[src/rtl/perf_seq_pkg.sv]
// Shared types, command-word layout and result-beat layout for the
// perf_monitor_sequencer block.
package perf_seq_pkg;

  typedef enum logic [2:0] {
    IDLE   = 3'd0,
    CLEAR  = 3'd1,
    WAIT   = 3'd2,
    SELECT = 3'd3,
    SEND   = 3'd4
  } seq_state_e;

  localparam int unsigned CMD_W        = 32;
  localparam int unsigned CMD_RST_BIT  = 6;
  localparam int unsigned CMD_ADDR_LSB = 1;
  localparam int unsigned CMD_ADDR_W   = 5;

  localparam int unsigned TD_W       = 64;
  localparam int unsigned TD_CNT_LSB = 0;
  localparam int unsigned TD_CNT_W   = 32;
  localparam int unsigned TD_IDX_LSB = 40;
  localparam int unsigned TD_IDX_W   = 8;
  localparam int unsigned TD_WIN_LSB = 48;
  localparam int unsigned TD_WIN_W   = 16;

  function automatic logic [CMD_W-1:0] mon_cmd(input logic rst_bit,
                                               input logic [CMD_ADDR_W-1:0] addr);
    logic [CMD_W-1:0] c;
    c = 32'd0;
    c[CMD_RST_BIT] = rst_bit;
    c[CMD_ADDR_LSB +: CMD_ADDR_W] = addr;
    return c;
  endfunction

  // Bits 39:32 stay zero as padding between stream index and count.
  function automatic logic [TD_W-1:0] pack_beat(input logic [TD_WIN_W-1:0] win,
                                                input logic [TD_IDX_W-1:0] idx,
                                                input logic [TD_CNT_W-1:0] cnt);
    logic [TD_W-1:0] d;
    d = 64'd0;
    d[TD_WIN_LSB +: TD_WIN_W] = win;
    d[TD_IDX_LSB +: TD_IDX_W] = idx;
    d[TD_CNT_LSB +: TD_CNT_W] = cnt;
    return d;
  endfunction

endpackage

[src/rtl/perf_seq_axis_out.sv]
// Single-entry AXI-stream holding register: loaded once per beat, held
// stable until the downstream handshake.
module perf_seq_axis_out
  import perf_seq_pkg::*;
(
  input  logic            clk,
  input  logic            reset,
  input  logic            load,
  input  logic [TD_W-1:0] load_data,
  input  logic            load_last,
  input  logic            tready,
  output logic            tvalid,
  output logic [TD_W-1:0] tdata,
  output logic            tlast,
  output logic            accept
);

  logic            tvalid_q, tvalid_d;
  logic [TD_W-1:0] tdata_q, tdata_d;
  logic            tlast_q, tlast_d;

  assign accept = tvalid_q && tready;

  // Next-state of the holding register.
  always_comb begin
    tvalid_d = tvalid_q;
    tdata_d  = tdata_q;
    tlast_d  = tlast_q;
    if (load) begin
      tvalid_d = 1'b1;
      tdata_d  = load_data;
      tlast_d  = load_last;
    end else if (accept) begin
      tvalid_d = 1'b0;
      tlast_d  = 1'b0;
    end else begin
      tvalid_d = tvalid_q;
    end
  end

  // Holding register flops.
  always_ff @(posedge clk) begin
    if (reset) begin
      tvalid_q <= 1'b0;
      tdata_q  <= 64'd0;
      tlast_q  <= 1'b0;
    end else begin
      tvalid_q <= tvalid_d;
      tdata_q  <= tdata_d;
      tlast_q  <= tlast_d;
    end
  end

  assign tvalid = tvalid_q;
  assign tdata  = tdata_q;
  assign tlast  = tlast_q;

endmodule

[src/rtl/perf_monitor_sequencer.sv]
// Runs clear/wait/readout windows on the stream performance monitor and emits
// one result beat per stream. Optional watchdog: define PERF_SEQ_WATCHDOG_EN.
module perf_monitor_sequencer
  import perf_seq_pkg::*;
#(
  parameter int unsigned INPUT_STREAMS = 2,
  parameter int unsigned CLEAR_CYCLES  = 2,
  parameter int unsigned SETTLE_CYCLES = 2
`ifdef PERF_SEQ_WATCHDOG_EN
  , parameter logic [31:0] TIMEOUT_CYCLES = 32'h0010_0000
`endif
)(
  input  logic        aclk,
  input  logic        reset,
  input  logic        start,
  input  logic        continuous,
  output logic        busy,
  output logic        done,
  output logic [15:0] window_count,
  output logic [31:0] mon_command,
  input  logic        mon_ready_to_read,
  input  logic [31:0] mon_counter_value,
  output logic        M_AXIS_TVALID,
  output logic [63:0] M_AXIS_TDATA,
  output logic        M_AXIS_TLAST,
  input  logic        M_AXIS_TREADY
`ifdef PERF_SEQ_WATCHDOG_EN
  , output logic      error
`endif
);

  localparam logic [CMD_ADDR_W-1:0] LAST_IDX    = CMD_ADDR_W'(INPUT_STREAMS - 1);
  localparam logic [CMD_ADDR_W-1:0] IDX_ZERO    = CMD_ADDR_W'(0);
  localparam logic [CMD_ADDR_W-1:0] IDX_ONE     = CMD_ADDR_W'(1);
  localparam logic [31:0]           CLEAR_LAST  = 32'(CLEAR_CYCLES - 1);
  localparam logic [31:0]           SETTLE_LAST = 32'(SETTLE_CYCLES - 1);

  seq_state_e            state_q, state_d;
  logic [CMD_ADDR_W-1:0] idx_q, idx_d;
  logic [31:0]           phase_cnt_q, phase_cnt_d;
  logic                  wait_armed_q, wait_armed_d;
  logic                  busy_q, busy_d;
  logic                  done_q, done_d;
  logic [15:0]           window_count_q, window_count_d;
  logic [31:0]           mon_command_q, mon_command_d;

  logic            out_load_s, out_last_s, out_accept_s;
  logic [TD_W-1:0] out_data_s;
  logic            start_ok_s, wd_fire_s;

`ifdef PERF_SEQ_WATCHDOG_EN
  logic [31:0] wd_q, wd_d;
  logic        error_q, error_d;

  // Timeout only wins when the ready flag is not being taken this cycle.
  assign wd_fire_s  = (state_q == WAIT) && !(wait_armed_q && mon_ready_to_read)
                      && (wd_q == TIMEOUT_CYCLES - 32'd1);
  assign start_ok_s = start && !error_q;
  assign error      = error_q;

  // Watchdog timer and sticky error flag next-state.
  always_comb begin
    wd_d    = 32'd0;
    error_d = error_q;
    if (state_q == WAIT) begin
      wd_d = wd_q + 32'd1;
    end else begin
      wd_d = 32'd0;
    end
    if (wd_fire_s) begin
      error_d = 1'b1;
    end else begin
      error_d = error_q;
    end
  end

  // Watchdog flops.
  always_ff @(posedge aclk) begin
    if (reset) begin
      wd_q    <= 32'd0;
      error_q <= 1'b0;
    end else begin
      wd_q    <= wd_d;
      error_q <= error_d;
    end
  end
`else
  assign wd_fire_s  = 1'b0;
  assign start_ok_s = start;
`endif

  // Sequencer next-state; every output is registered from these _d values.
  always_comb begin
    state_d        = state_q;
    idx_d          = idx_q;
    phase_cnt_d    = phase_cnt_q;
    wait_armed_d   = wait_armed_q;
    window_count_d = window_count_q;
    mon_command_d  = mon_command_q;
    done_d         = 1'b0;
    out_load_s     = 1'b0;
    out_last_s     = 1'b0;
    out_data_s     = 64'd0;
    case (state_q)
      IDLE: begin
        if (start_ok_s) begin
          state_d       = CLEAR;
          phase_cnt_d   = 32'd0;
          mon_command_d = mon_cmd(1'b1, IDX_ZERO);
        end else begin
          mon_command_d = 32'd0;
        end
      end
      CLEAR: begin
        if (phase_cnt_q == CLEAR_LAST) begin
          state_d       = WAIT;
          wait_armed_d  = 1'b0;
          mon_command_d = 32'd0;
        end else begin
          phase_cnt_d = phase_cnt_q + 32'd1;
        end
      end
      WAIT: begin
        // The monitor drops its flag one cycle late, so the first WAIT cycle is skipped.
        if (wait_armed_q && mon_ready_to_read) begin
          state_d       = SELECT;
          idx_d         = IDX_ZERO;
          phase_cnt_d   = 32'd0;
          mon_command_d = mon_cmd(1'b0, IDX_ZERO);
        end else if (wd_fire_s) begin
          state_d = IDLE;
          done_d  = 1'b1;
        end else begin
          wait_armed_d = 1'b1;
        end
      end
      SELECT: begin
        if (phase_cnt_q == SETTLE_LAST) begin
          state_d    = SEND;
          out_load_s = 1'b1;
          out_last_s = (idx_q == LAST_IDX);
          out_data_s = pack_beat(window_count_q, 8'(idx_q), mon_counter_value);
        end else begin
          phase_cnt_d = phase_cnt_q + 32'd1;
        end
      end
      SEND: begin
        if (out_accept_s) begin
          if (idx_q == LAST_IDX) begin
            window_count_d = window_count_q + 16'd1;
            if (continuous) begin
              state_d       = CLEAR;
              phase_cnt_d   = 32'd0;
              mon_command_d = mon_cmd(1'b1, IDX_ZERO);
            end else begin
              state_d       = IDLE;
              done_d        = 1'b1;
              mon_command_d = 32'd0;
            end
          end else begin
            state_d       = SELECT;
            idx_d         = idx_q + IDX_ONE;
            phase_cnt_d   = 32'd0;
            mon_command_d = mon_cmd(1'b0, idx_q + IDX_ONE);
          end
        end else begin
          state_d = SEND;
        end
      end
      default: begin
        state_d       = IDLE;
        mon_command_d = 32'd0;
      end
    endcase
    busy_d = (state_d != IDLE);
  end

  // Sequencer flops.
  always_ff @(posedge aclk) begin
    if (reset) begin
      state_q        <= IDLE;
      idx_q          <= IDX_ZERO;
      phase_cnt_q    <= 32'd0;
      wait_armed_q   <= 1'b0;
      busy_q         <= 1'b0;
      done_q         <= 1'b0;
      window_count_q <= 16'd0;
      mon_command_q  <= 32'd0;
    end else begin
      state_q        <= state_d;
      idx_q          <= idx_d;
      phase_cnt_q    <= phase_cnt_d;
      wait_armed_q   <= wait_armed_d;
      busy_q         <= busy_d;
      done_q         <= done_d;
      window_count_q <= window_count_d;
      mon_command_q  <= mon_command_d;
    end
  end

  perf_seq_axis_out u_axis_out (
    .clk       (aclk),
    .reset     (reset),
    .load      (out_load_s),
    .load_data (out_data_s),
    .load_last (out_last_s),
    .tready    (M_AXIS_TREADY),
    .tvalid    (M_AXIS_TVALID),
    .tdata     (M_AXIS_TDATA),
    .tlast     (M_AXIS_TLAST),
    .accept    (out_accept_s)
  );

  assign busy         = busy_q;
  assign done         = done_q;
  assign window_count = window_count_q;
  assign mon_command  = mon_command_q;

endmodule

[config.mk]
export PLATFORM = sky130hd
export DESIGN_NAME = perf_monitor_sequencer
export DESIGN_NICKNAME = d
export VERILOG_FILES = /design/src/rtl/perf_seq_pkg.sv /design/src/rtl/perf_seq_axis_out.sv /design/src/rtl/perf_monitor_sequencer.sv
export SDC_FILE = /design/constraint.sdc
export NUM_CORES = 1
export LEC_CHECK = 0
export ABC_AREA = 1
export ABC_CLOCK_PERIOD_IN_PS = 4750
export BUFFER_PORTS_ARGS = -buffer_cell sky130_fd_sc_hd__buf_2
export CAP_MARGIN = 15
export CORE_ASPECT_RATIO = 1.2
export CORE_UTILIZATION = 59
export DETAILED_ROUTE_END_ITERATION = 10
export PLACE_DENSITY = 0.91
export SYNTH_ARGS = -nofsm -noshare
export SYNTH_HDL_FRONTEND = slang
export SYNTH_HIERARCHICAL = 1
export SYNTH_SLANG_ARGS = --single-unit
[constraint.sdc]
create_clock -name aclk -period 4.75 [get_ports aclk]
set_input_delay 1.1875 -clock aclk [delete_from_list [all_inputs] [get_ports aclk]]
set_output_delay 1.1875 -clock aclk [all_outputs]
set_load 0.05 [all_outputs]
-- Yosys cells after proc, flatten, opt, wreduce, memory -nomap -nowiden
Cells that the tools add are included.
W data, S select, Z words.
- $add $sub $neg: 3
- equality and inequality tests: 14
- multiplexer cells: 38
- bitwise logic cells: 4
- reduce and logical (&&, ||, !) cells: 15
- operator list (cell ; count):
    $mux W32 ; 9
    $pmux W32 S5 ; 1
    $mux W64 ; 2
    $pmux W32 S4 ; 1
    $add A32 B1 Y32 const B ; 1
    $eq A32 B1 Y1 const B ; 1
    $mux W3 ; 6
    $add A16 B1 Y16 const B ; 1
    $mux W5 ; 3
    $pmux W3 S5 ; 1
    $mux W7 ; 2
    $ne A2 B2 Y1 const B ; 7
    $mux W1 ; 11
    $pmux W5 S2 ; 1
    $reduce_and A4 Y1 ; 2
    $eq A3 B2 Y1 const B ; 2
    $reduce_and A3 Y1 ; 2
    $reduce_and A6 Y1 ; 1
    $reduce_bool A2 Y1 ; 3
    $add A5 B1 Y5 const B ; 1
    $eq A5 B1 Y1 const B ; 1
    $not A1 Y1 ; 4
    $reduce_bool A4 Y1 ; 1
    $reduce_or A4 Y1 ; 1
    8 further kinds ; 9
- bits in registers: 157
- output and inout port bits: 116

-- Depth between registers and ports, before layout
- depth after elaboration: 5
- depth in mapped cells: 16

-- Hierarchy
The synthesis kept the hierarchy.
- modules (own cells, without submodules) (module ; times used ; cells an instance ; area an instance (µm²) ; seq. area each (µm²)):
    perf_monitor_sequencer ; 1 ; 774 ; 4580.6 ; 1301.2
    perf_seq_axis_out ; 1 ; 291 ; 2316.0 ; 1321.3

-- Least setup slack after synthesis
No wires, ideal clock.
- kind: input-to-reg
- from: in M_AXIS_TREADY
- to: reg phase_cnt_q[23]
- library setup time: 0.132 ns
- data arrival time: 2.129 ns
- required time: 4.618 ns
- path slack: 2.489 ns
- stages on the path: 12
- path through: nand2_1 > inv_1 > inv_1 > nand3_1 > nand2_1 > inv_2 > nand2_1 > nor2_4 > nand2_4 > buf_6 > nand2_1 > a21oi_1
- word-level cells in the longest chain between the ends: 3
- ends and longest elaborated chain (item ; line ; text):
    from (decl) ; perf_monitor_sequencer.sv:26 ; input logic M_AXIS_TREADY
    $logic_and A1 B1 Y1 ; perf_seq_axis_out.sv:22 ; assign accept = tvalid_q && tready;
    via out_accept_s ; perf_monitor_sequencer.sv:47 ; logic out_load_s, out_last_s, out_accept_s;
    $ne A2 B2 Y1 (no source line) ; - ;
    $reduce_and A6 Y1 (no source line) ; - ;
    to (signal assigned) ; perf_monitor_sequencer.sv:192 ; phase_cnt_q <= phase_cnt_d;
    to (decl) ; perf_monitor_sequencer.sv:40 ; logic [31:0] phase_cnt_q, phase_cnt_d;
The timed path passes the listed nets, and every way through them passes these cells.
A chain may end at the register's enable or synchronous reset.

-- Worst setup path in the final report
- from: reg state_q[0]
- to: reg u_axis_out.tdata_q[42] (netlist: u_axis_out/tdata[42])
- word-level cells in the longest chain between the ends: 2
- elaborated cells between the ends (all ways): 3
- classes of those cells: eq/ne (1); mux (2)
- ends and longest elaborated chain (item ; line ; text):
    from (decl) ; perf_monitor_sequencer.sv:38 ; seq_state_e state_q, state_d;
    from (signal assigned) ; perf_monitor_sequencer.sv:190 ; state_q <= state_d;
    $eq A3 B2 Y1 ; perf_monitor_sequencer.sv:104 ; case (state_q)
    $mux W1 ; perf_monitor_sequencer.sv:104 ;
    via out_load_s ; perf_monitor_sequencer.sv:47 ;
    to (signal assigned) ; perf_seq_axis_out.sv:49 ; tdata_q <= tdata_d;
    to (decl) ; perf_seq_axis_out.sv:19 ; logic [TD_W-1:0] tdata_q, tdata_d;
The timed path passes the listed nets, and every way through them passes these cells.

==> summary.txt <==
Logic synthesis
  – Netlist cell types: 34
  – Synth top area cells: dfxtp_1 38%, nor2_1 14%, nand2_1 11%
  – Yosys Warn Count: 6
  – Post-Synthesis Cells: 1065
  – Synth Register Bits: around 130
  – Seq/Total Area, Yosys: 0.380
  – Share of Yosys cell area claimed by the top area cell type: 0.380
  – Mapped cell area: around 6900 µm²
  – Post-synth top area cell: dfxtp_1
  – Syn Area/Cell: 6.48 µm²

Power
  – VDD IR max: approximately 0.27 mV
  – Static leakage: 3.86 nW
  – PD cells: ~340 nW/µm²

Job
  – # Max-Cap Violations: 0

Timing
  – Crit path time final: 2950 ps
  – TNS Setup: 0 ps
  – Fin. max-slew vios: 0
  – Worst-Margin Slew: ~1100 ps
  – RSZ-0062 raised after global routing: false
  – Min setup slack post-route: roughly 1800 ps
  – F_max: around 0.34 GHz
  – Setup-failing EPs final: 0
  – Slew margin rel.: 0.257
  – Fin crit share: 0.621
  – Final hold viol count: 0
  – Skew final: between 9 and 10 ps

Critical path
  – Delay-heaviest family, CP: buffers and inverters
  – Crit path required time: just over 5000 ps
  – Buf+Inv Stages, Crit Path: 4
  – WP data arrival: roughly 3300 ps
  – Stages on the worst setup path: 8
  – Cell with the largest stage delay on the worst path: nor2_4
  – Worst path max stage delay: 600 ps
  – Crit Path Max Fanout: between 60 and 70
  – Crit. End Element: register
  – Crit-path cells: inv_1, nor2_4, nand3_2, inv_1, buf_4, inv_2, nor2_1, nor2_1
  – Reg2reg path depth: 8
  – Worst Setup Path Type: reg2reg
  – Startpoint Class: register

Global route
  – Initial antenna violation count: 0
  – Grt ovf: 0
  – GRT Total Usage: 0.297
  – Pin count of the biggest net entering global routing: between 60 and 70
  – Vias in the first global route: 6450
  – First-pass GRT wire length: ~29000 µm

Floorplan
  – Die footprint: around 12000 µm²
  – Die Wd: just over 100 µm
  – Starting Density: 0.616
  – Rows: 42
  – Ports: between 150 and 200
  – Die Y-Extent: 120 µm
  – Core box area: between 10000 and 15000 µm²

Cells and area
  – Layout cells sized above 1: 0.181
  – ANT cells: 0
  – Footprint of the multi-input gates: around 3500 µm²
  – Nets: roughly 1200
  – Area growth, synth to finish: 16.1%
  – Reg area: between 2000 and 3000 µm²
  – Fillers: between 800 and 900
  – Fin cells: around 1300

Placed design
  – Placer congestion estimate: around 0.94
  – Final HPWL DP: between 10000 and 15000 µm
  – I/O Buffers: about 130
  – DP Worst Slack: between 1500 and 2000 ps
  – Placed cells: 1314

Detailed routing
  – Drc violations: 0
  – DR vias/cell: 5.20
  – Violation count after the first detailed-routing iteration: ~540
  – DR vias: 6998
  – Pre-antenna DRT Iters: 5
  – Final ANT Viol Nets: 0
  – Routed WL: between 15000 and 20000 µm
  – Per-cell routed wire length: about 13 µm

Clocking
  – CTS buffer count: 17
  – CTS Sinks: 131
  – Clock tree buffer depth: 2
  – Clk slew on worst S/H paths: around 60 ps
  – H-tree depth: 4
  – CTS tree: yes
  – Postcts setup bufs: 0
  – Hold-fix buffers, CTS: 0
  – Clock root buffer: clkbuf_16
  – Post-CTS Resized: 0
  – Worst skew pair latency: 430 ps

Min path
  – WHS Path Cells: 2
  – Worst Hold Class: reg2reg

Outcome
  – Status: complete, no violations
cell usage after synthesis:
cell type / number
nand3b_1: 3
nand2_2: 3
a21oi_1: 59
buf_2: 12
nand3_2: 1
nor3_1: 11
clkbuf_1: 13
nor3b_1: 2
dfxtp_1: 131
nand2_4: 1
a21oi_2: 2
or2_2: 12
buf_1: 1
nand2_1: 206
inv_1: 96
conb_1: 1
inv_2: 7
nor2_4: 3
nor2_2: 22
nor2_1: 264
o21ai_2: 1
o21ai_1: 1
nand3_1: 69
nor4_1: 1
nand4_1: 5
ha_1: 5
buf_4: 27
buf_6: 14
nor3_2: 1
xor2_1: 7
clkbuf_2: 4
and3_1: 2
a31oi_1: 1
o21ai_0: 77
power by group:
| group | internal (W) | total [W] | leakage [nW] | switching [W] |
|---|---|---|---|---|
| logic | 0.0000469 | 0.000215 | 2.50 | 0.000168 |
| registers | 0.00111 | 0.00112 | 1.06 | 0.0000112 |
| clock network | 0.000846 | 0.00136 | 0.303 | 0.000517 |
| total | 0.00201 | 0.00270 | 3.86 | 0.000697 |
worst min-delay path, cell delays in order (launching register included):
cell and delay [ps]:
dfxtp_1 310, nand2_1 70, a21oi_2 50
flip-flops by register name, indices dropped and copies added (netlist names):
signal and flops:
busy 1, done 1, idx_q 5, mon_command 6
phase_cnt_q 32, state_q 3, u_axis_out/tdata 64, u_axis_out/tlast 1
u_axis_out/tvalid 1, wait_armed_q 1, window_count 16
cell families (layout without fill, tap and decap cells):
group / Yosys count / count (layout) / share of synthesized area
adders and majority gates: 5 / 5 / 0.00907
xor gates and xnor gates: 7 / 7 / 0.00889
AOI/OAI and AO/OA: 141 / 141 / 0.104
and+or+nand+nor: 606 / 606 / 0.370
other: 1 / 37 / 0.000544
DFF: 131 / 131 / 0.380
buffers and inverters: 174 / 265 / 0.128
layout make-up:
class,count,share of cell area
well taps,154,0.0241
repair buffers,130,0.0822
clock buffers,18,0.0548
inverters,103,0.0483
multi-input cells,796,0.441
flip-flops and latches,131,0.327
clock inverters,14,0.0220
routing by layer:
metal | share of wire | track usage | up-vias
met4 | 0.034 | 0.147 | 0
li1 | - | - | 3485
met2 | 0.50 | 0.517 | 295
met1 | 0.39 | 0.325 | 3155
met5 | 0 | 0 | -
met3 | 0.081 | 0.0908 | 63
per-stage QoR:
step	hold WS, ps	instance area, µm²	util	total power [W]
after global routing	511	8010	0.716	0.00278
after CTS	474	8010	0.716	0.00270
after detailed placement	453	7390	0.661	0.00136
after floorplan	465	7030	-	0.00134
final	471	8010	0.716	0.00270
after global placement	453	7390	0.661	0.00136
layout by cell type, fill, tap and decap left out, drive strengths merged, types with 6 or more instances in the layout:
master	n
clkinv	6
nand2	210
clkbuf	18
or2	12
buf	130
a21oi	61
nor2	289
o21ai	79
nor3	12
dfxtp	131
nand3	70
conb	37
xor2	7
inv	107
worst paths after layout:
check | startpoint | to | slack [ps]
setup / recovery | state_q[0] | u_axis_out/tdata[42] | 1800
hold / removal | u_axis_out/tlast | u_axis_out/tlast | 470
setup reg to reg | state_q[0] | u_axis_out/tdata[42] | 1800
hold reg to reg | u_axis_out/tlast | u_axis_out/tlast | 470
(Power assumes the default switching activity.)
